==> config.mk <==
export PLATFORM = sky130hd
export DESIGN_NAME = snp_capture_ctrl_flat
export DESIGN_NICKNAME = d
export VERILOG_FILES = /design/src/rtl/snp_capture_if.sv /design/src/rtl/snp_capture_ctrl.sv /design/src/flat_wrapper.sv
export SDC_FILE = /design/constraint.sdc
export NUM_CORES = 1
export LEC_CHECK = 0
export ABC_CLOCK_PERIOD_IN_PS = 2500
export BUFFER_PORTS_ARGS = -buffer_cell sky130_fd_sc_hd__buf_2
export CORE_AREA = 2 2 106 108
export CTS_CLUSTER_SIZE = 8
export DETAILED_ROUTE_END_ITERATION = 16
export DIE_AREA = 0 0 108 110
export GPL_TIMING_DRIVEN = 0
export PLACE_DENSITY = 0.6
export SLEW_MARGIN = 0
export SYNTH_ARGS = -nofsm -noshare
export SYNTH_HDL_FRONTEND = slang
export SYNTH_SLANG_ARGS = --single-unit
==> constraint.sdc <==
create_clock -name user_clk -period 2.5 [get_ports user_clk]
set_input_delay 0.375 -clock user_clk [delete_from_list [all_inputs] [get_ports user_clk]]
set_output_delay 0.375 -clock user_clk [all_outputs]
set_load 0.01 [all_outputs]
==> src/rtl/snp_capture_if.sv <==
// snp_capture_if
//   Bundles the snapshot capture controller's software, sample-stream and
//   BRAM-write signals.
//
//   Signals:
//     ctrl       software control word (bit0 arm, bit1 trig_sel)
//     din        sample data
//     din_valid  sample qualifier
//     ext_trig   external trigger level
//     stop       ends a circular capture
//     bram_we    BRAM write enable (one-cycle pulse per sample)
//     bram_addr  BRAM write address
//     bram_din   BRAM write data
//     last_addr  address of the most recent write
//     status     status word for the snapshot status register
//     fsm_state  controller state, for observation only
//
//   Handshake: din_valid is a pure qualifier with no back-pressure. A sample
//   is taken on every rising edge where din_valid is high and the controller
//   can write it; the controller never stalls the stream, so there is no
//   ready signal and unaccepted samples are simply dropped.
//
//   Modports: master drives the controller inputs (software/sample side);
//   slave is the controller itself.
interface snp_capture_if #(
  parameter int ADDR_W = 10,
  parameter int DATA_W = 32
);
  logic [31:0]       ctrl;
  logic [DATA_W-1:0] din;
  logic              din_valid;
  logic              ext_trig;
  logic              stop;
  logic              bram_we;
  logic [ADDR_W-1:0] bram_addr;
  logic [DATA_W-1:0] bram_din;
  logic [ADDR_W-1:0] last_addr;
  logic [31:0]       status;
  logic [1:0]        fsm_state;

  modport master (
    output ctrl, din, din_valid, ext_trig, stop,
    input  bram_we, bram_addr, bram_din, last_addr, status, fsm_state
  );

  modport slave (
    input  ctrl, din, din_valid, ext_trig, stop,
    output bram_we, bram_addr, bram_din, last_addr, status, fsm_state
  );
endinterface

==> src/rtl/snp_capture_ctrl.sv <==
// snp_capture_ctrl
//   Capture sequencer for one snapshot buffer. A rising edge on ctrl[0] arms
//   the buffer; after the trigger the qualified sample stream is written into
//   BRAM through one registered write stage, and a 32-bit status word reports
//   done / busy / wrapped / sample count.
//
//   Ports:
//     user_clk   DSP clock, rising edge
//     user_rst   synchronous active-high reset
//     bus        snp_capture_if.slave (ctrl, din, din_valid, ext_trig, stop,
//                bram_we, bram_addr, bram_din, last_addr, status, fsm_state)
//
//   Configuration:
//     SNP_CIRC_CAPTURE_EN  when defined, capture is circular: the pointer
//                          wraps, wrapped is reported, and stop ends the
//                          capture. When undefined, capture is one-shot to
//                          full, stop is ignored and wrapped stays 0.
//
//   Status word: [31] done, [30] busy, [29] wrapped, [ADDR_W:0] count.
module snp_capture_ctrl #(
  parameter int ADDR_W = 10,
  parameter int DATA_W = 32
) (
  input  logic          user_clk,
  input  logic          user_rst,
  snp_capture_if.slave  bus
);

  typedef enum logic [1:0] {
    IDLE      = 2'd0,
    WAIT_TRIG = 2'd1,
    CAPTURE   = 2'd2,
    DONE      = 2'd3
  } state_t;

  localparam logic [ADDR_W:0]   FULL_CNT = {1'b1, {ADDR_W{1'b0}}};
  localparam logic [ADDR_W-1:0] LAST_PTR = '1;

  state_t            state;
  logic              arm_q;
  logic              arm_re;
  logic              trig;
  logic [ADDR_W-1:0] ptr;
  logic [ADDR_W:0]   count;
  logic              wrapped;
  logic              done_q;
  logic              busy_q;

  // arm_q resets to 0, so ctrl[0] already high at reset release is an edge.
  assign arm_re = bus.ctrl[0] & ~arm_q;
  assign trig   = bus.ctrl[1] ? bus.ext_trig : 1'b1;

  // Only bit0/bit1 of ctrl matter; stop matters only for circular capture.
  logic unused_inputs;
  assign unused_inputs = ^{bus.ctrl[31:2], bus.stop};

  always_ff @(posedge user_clk) begin
    if (user_rst) begin
      state         <= IDLE;
      arm_q         <= 1'b0;
      ptr           <= '0;
      count         <= '0;
      wrapped       <= 1'b0;
      done_q        <= 1'b0;
      busy_q        <= 1'b0;
      bus.bram_we   <= 1'b0;
      bus.bram_addr <= '0;
      bus.bram_din  <= '0;
      bus.last_addr <= '0;
    end else begin
      arm_q       <= bus.ctrl[0];
      bus.bram_we <= 1'b0;

      if (arm_re) begin
        // Re-arm wins in every state, including mid-capture; the sample
        // presented in this cycle is not written.
        state   <= WAIT_TRIG;
        ptr     <= '0;
        count   <= '0;
        wrapped <= 1'b0;
        done_q  <= 1'b0;
        busy_q  <= 1'b1;
      end else begin
        case (state)
          IDLE: begin
          end

          WAIT_TRIG: begin
            // The trigger only latches together with a valid sample, which
            // becomes the first word at address 0.
            if (trig && bus.din_valid) begin
              bus.bram_we   <= 1'b1;
              bus.bram_addr <= '0;
              bus.bram_din  <= bus.din;
              bus.last_addr <= '0;
              ptr           <= {{(ADDR_W-1){1'b0}}, 1'b1};
              count         <= {{ADDR_W{1'b0}}, 1'b1};
              state         <= CAPTURE;
            end
          end

          CAPTURE: begin
`ifdef SNP_CIRC_CAPTURE_EN
            if (bus.stop) begin
              state  <= DONE;
              done_q <= 1'b1;
              busy_q <= 1'b0;
            end else if (bus.din_valid) begin
              bus.bram_we   <= 1'b1;
              bus.bram_addr <= ptr;
              bus.bram_din  <= bus.din;
              bus.last_addr <= ptr;
              ptr           <= ptr + 1'b1;
              if (count != FULL_CNT) count <= count + 1'b1;
              // Address 0 in CAPTURE is always a revisit: the first word
              // at address 0 was written from WAIT_TRIG.
              if (ptr == '0) wrapped <= 1'b1;
            end
`else
            if (bus.din_valid) begin
              bus.bram_we   <= 1'b1;
              bus.bram_addr <= ptr;
              bus.bram_din  <= bus.din;
              bus.last_addr <= ptr;
              ptr           <= ptr + 1'b1;
              if (count != FULL_CNT) count <= count + 1'b1;
              if (ptr == LAST_PTR) begin
                state  <= DONE;
                done_q <= 1'b1;
                busy_q <= 1'b0;
              end
            end
`endif
          end

          DONE: begin
          end

          default: begin
            state  <= IDLE;
            done_q <= 1'b0;
            busy_q <= 1'b0;
          end
        endcase
      end
    end
  end

  // Status is a plain concatenation of flops: no path from any input.
  assign bus.status    = {done_q, busy_q, wrapped, {(28-ADDR_W){1'b0}}, count};
  assign bus.fsm_state = state;

endmodule
==> src/flat_wrapper.sv <==
// flat-port wrapper written by rule: the top's interface ports become plain ports
module snp_capture_ctrl_flat 
#(
  parameter int ADDR_W = 10,
  parameter int DATA_W = 32
)
  (user_clk, user_rst, bus_ctrl, bus_din, bus_din_valid, bus_ext_trig, bus_stop, bus_bram_we, bus_bram_addr, bus_bram_din, bus_last_addr, bus_status, bus_fsm_state);
  snp_capture_if #(.ADDR_W(ADDR_W), .DATA_W(DATA_W)) bus_i ();
  input  logic user_clk;
  input  logic user_rst;
  input wire logic [$bits(bus_i.ctrl)-1:0] bus_ctrl;
  input wire logic [$bits(bus_i.din)-1:0] bus_din;
  input wire logic [$bits(bus_i.din_valid)-1:0] bus_din_valid;
  input wire logic [$bits(bus_i.ext_trig)-1:0] bus_ext_trig;
  input wire logic [$bits(bus_i.stop)-1:0] bus_stop;
  output wire logic [$bits(bus_i.bram_we)-1:0] bus_bram_we;
  output wire logic [$bits(bus_i.bram_addr)-1:0] bus_bram_addr;
  output wire logic [$bits(bus_i.bram_din)-1:0] bus_bram_din;
  output wire logic [$bits(bus_i.last_addr)-1:0] bus_last_addr;
  output wire logic [$bits(bus_i.status)-1:0] bus_status;
  output wire logic [$bits(bus_i.fsm_state)-1:0] bus_fsm_state;
  assign bus_i.ctrl = bus_ctrl;
  assign bus_i.din = bus_din;
  assign bus_i.din_valid = bus_din_valid;
  assign bus_i.ext_trig = bus_ext_trig;
  assign bus_i.stop = bus_stop;
  assign bus_bram_we = bus_i.bram_we;
  assign bus_bram_addr = bus_i.bram_addr;
  assign bus_bram_din = bus_i.bram_din;
  assign bus_last_addr = bus_i.last_addr;
  assign bus_status = bus_i.status;
  assign bus_fsm_state = bus_i.fsm_state;
  snp_capture_ctrl #(.ADDR_W(ADDR_W), .DATA_W(DATA_W)) u_core (.user_clk(user_clk), .user_rst(user_rst), .bus(bus_i));
endmodule
==> flow_metrics.tcl <==
set metrics [dict create \
    outcome "completed" \
    drv_slew 0 \
    startpoint_type "flip-flop" \
    drcViolationCount 0 \
    clk_latency_ns 0.35 \
    worst_setup_hold_path_clk_slew_ns 0.07 \
    antenna_found_initial 0 \
    finalHoldViolCount 0 \
    cts_max_level 3 \
    synth_warnings 0 \
    ioPinCount 156 \
    slowest_delay_ns 0.39 \
    final_cell_mix "113 x buf_2, 85 x nand2_1, 69 x dfxtp_1, 56 x a21oi_1, 33 x buf_4" \
    portBuffers 105 \
    drtIter0Drc 92 \
    period_share_pct 79.75 \
    crit_buf_inv 3 \
    post-route-util_pct 38.49 \
    grt_pass1_vias 2749 \
    antenna_left 0 \
    worst_ir_drop_vdd_mv 0.2949 \
    critPathMaxFanout 10 \
    core_um2 10700 \
    criticalPathCategory "flip-flop to flip-flop" \
    max_cap_viol_count 0 \
    start_util_pct 29.45 \
    p_total_mw 2.299 \
    root_buffer "clkbuf_8" \
    worstPathArrival_ns 2.26 \
    cp_common_cell "buf_2" \
    grt_overflow_total 0 \
    cts_tree "built" \
    synth-async-reset-ratio_pct 0 \
    syn_area_um2 3151 \
    cts_setup_buffers 0 \
    finalWirelength_um 7889 \
    skew_ns 0.01149 \
    post_cts_resized 0 \
    crit_required_ns 2.77 \
    p_leak_nw 1.794 \
    grt_usage_pct 13.34 \
    fin_crit_ns 1.994 \
    clock-sinks 69 \
    dr_total_vias 2964 \
    slew_headroom_pct 60.02 \
    grt_max_degree 12 \
    post-dp-hpwl_um 6043 \
    antenna_cells 0 \
    hold_class "primary input to flip-flop" \
    fin_tns_setup_ns 0 \
    hold_buffers 0 \
    cpLargestDelayFamily "simple AND/OR/NAND/NOR gates" \
    row_count 38 \
    cp_cell_sequence "inv_1 -> ha_1 -> and3b_1 -> buf_2 -> nor3_4 -> buf_2 -> nand3_1 -> a21oi_1" \
    dr.pass1.iters 4 \
    endpoint_kind "flip-flop" \
    setup_viol 0 \
    dpl_cell_area_um2 3919 \
    ys_seq_area_share_pct 43.84 \
    fmax_mhz 501.6 \
    dpl.cell_count 646 \
    die-area_um2 11880 \
    ys_ff_latch 69 \
    numCtsBuffers 9 \
    area_delta_synth_final_pct 30.70 \
    synth_cell_type_count 47 \
    place.gp.congestion 0.7938 \
    nets 591 \
    fp.dieW_um 108 \
    worstMarginPinSlew_ns 0.5943 \
    grt_pass1_wl_um 12530 \
    vias_per_cell 4.484 \
    synth_edf_count 0 \
    ys.flop_type "dfxtp_1" \
    rsz0062_at_grt "false" \
    post_route_cells_drive_above_1_share_pct 33.97 \
    final_common_cell "buf_2" \
    fp.dieH_um 110 \
    final_area_um2 4118 \
    powerDensity_nw_per_um2 558.2 \
    wl_per_cell_um 11.93 \
    clk_path_buf_depth 2 \
    synthCells 383 \
    cp_slowest_cell "dfxtp_1" \
    avgSynthCellArea_um2 8.226 \
    final_cells 661 \
]
-- logic make-up after synthesis --
family / after synthesis / synth area share, %
buffers and inverters: 62 / 11.87
adder cells (fa/ha/maj): 5 / 1.986
flip-flops: 69 / 43.84
multiplexers: 5 / 1.589
other: 1 / 0.1190
AND/OR/NAND/NOR: 161 / 25.26
XOR/XNOR: 5 / 1.390
AO/OA/AOI/OAI: 75 / 13.94
-- sequential cells by signal (all words and copies together), names as in the netlist --
signal                count
u_core.done_q             1
u_core.bus.last_addr     10
u_core.bus.bram_din      32
u_core.bus.fsm_state      2
u_core.arm_q              1
u_core.ptr               10
u_core.busy_q             1
u_core.bus.bram_we        1
u_core.count             11
-- cells in the mapped netlist, types with 5 or more instances --
| cell type | n | area, um2 |
|---|---|---|
| nand2_1 | 85 | 319.1 |
| dfxtp_1 | 69 | 1381 |
| a21oi_1 | 56 | 280.3 |
| buf_4 | 33 | 247.7 |
| nand3_1 | 19 | 95.09 |
| inv_1 | 11 | 41.29 |
| nor2_1 | 10 | 37.54 |
| clkbuf_1 | 9 | 33.78 |
| nand2b_1 | 9 | 56.30 |
| buf_2 | 8 | 40.04 |
| nor4_1 | 7 | 43.79 |
| nand4_1 | 6 | 37.54 |
| o21ai_0 | 6 | 30.03 |
| ha_1 | 5 | 62.56 |
| mux2i_1 | 5 | 50.05 |
-- per-stage QoR --
step                worst slack [ns]  hold WS, ns
floorplan                     0.7497       0.4416
CTS                           0.4633       0.2414
finish                        0.5063       0.2624
detailed placement            0.4875       0.4476
global placement              0.5110       0.4401
global route                  0.3050       0.2495
-- per-layer routing --
metal,global-route usage [%],vias to the layer above,part of all wire [%]
met5,0,-,0
met4,8.059,0,2.3
met3,3.469,13,5.9
met2,21.38,85,47
met1,16.11,1348,45
li1,-,1518,-
-- worst reg2reg max path, stage by stage, from the launching register on --
cell and delay, ns:
dfxtp_1 0.39, inv_1 0.06, ha_1 0.25, and3b_1 0.20
buf_2 0.16, nor3_4 0.31, buf_2 0.29, nand3_1 0.10
a21oi_1 0.17
-- report_power, final --
part	switching (mW)	internal, mW	leakage (nW)
Combinational	0.141	0.101	1.13
Clock	0.414	0.506	0.101
Sequential	0.0141	1.12	0.558
Total	0.569	1.73	1.79
-- area by class of cell --
type                    count  area [um2]
multi-input cells         270        1463
inverters                  11       41.29
flip-flops and latches     69        1381
clock buffers              11       151.4
fillers                  1134        6580
clock inverters             4       47.55
repair buffers            105       525.5
well taps                 140       175.2
plain buffers              51       332.8
-- path summary, 6_finish.rpt --
path                                                      startpoint                                   end  slack, ns  cells after the start
worst min-delay path                                     bus_din[25]  u_core.bus.bram_din[25]$_SDFFE_PP0P_       0.26                      3
worst min register to register  u_core.bus.bram_din[20]$_SDFFE_PP0P_  u_core.bus.bram_din[20]$_SDFFE_PP0P_       0.46                      2
worst max register to register  u_core.bus.fsm_state[1]$_SDFFE_PP0P_  u_core.bus.last_addr[6]$_SDFFE_PP0P_       0.51                      8
worst max-delay path            u_core.bus.fsm_state[1]$_SDFFE_PP0P_  u_core.bus.last_addr[6]$_SDFFE_PP0P_       0.51                      8
Note: power is estimated with default switching activity, not from simulation.
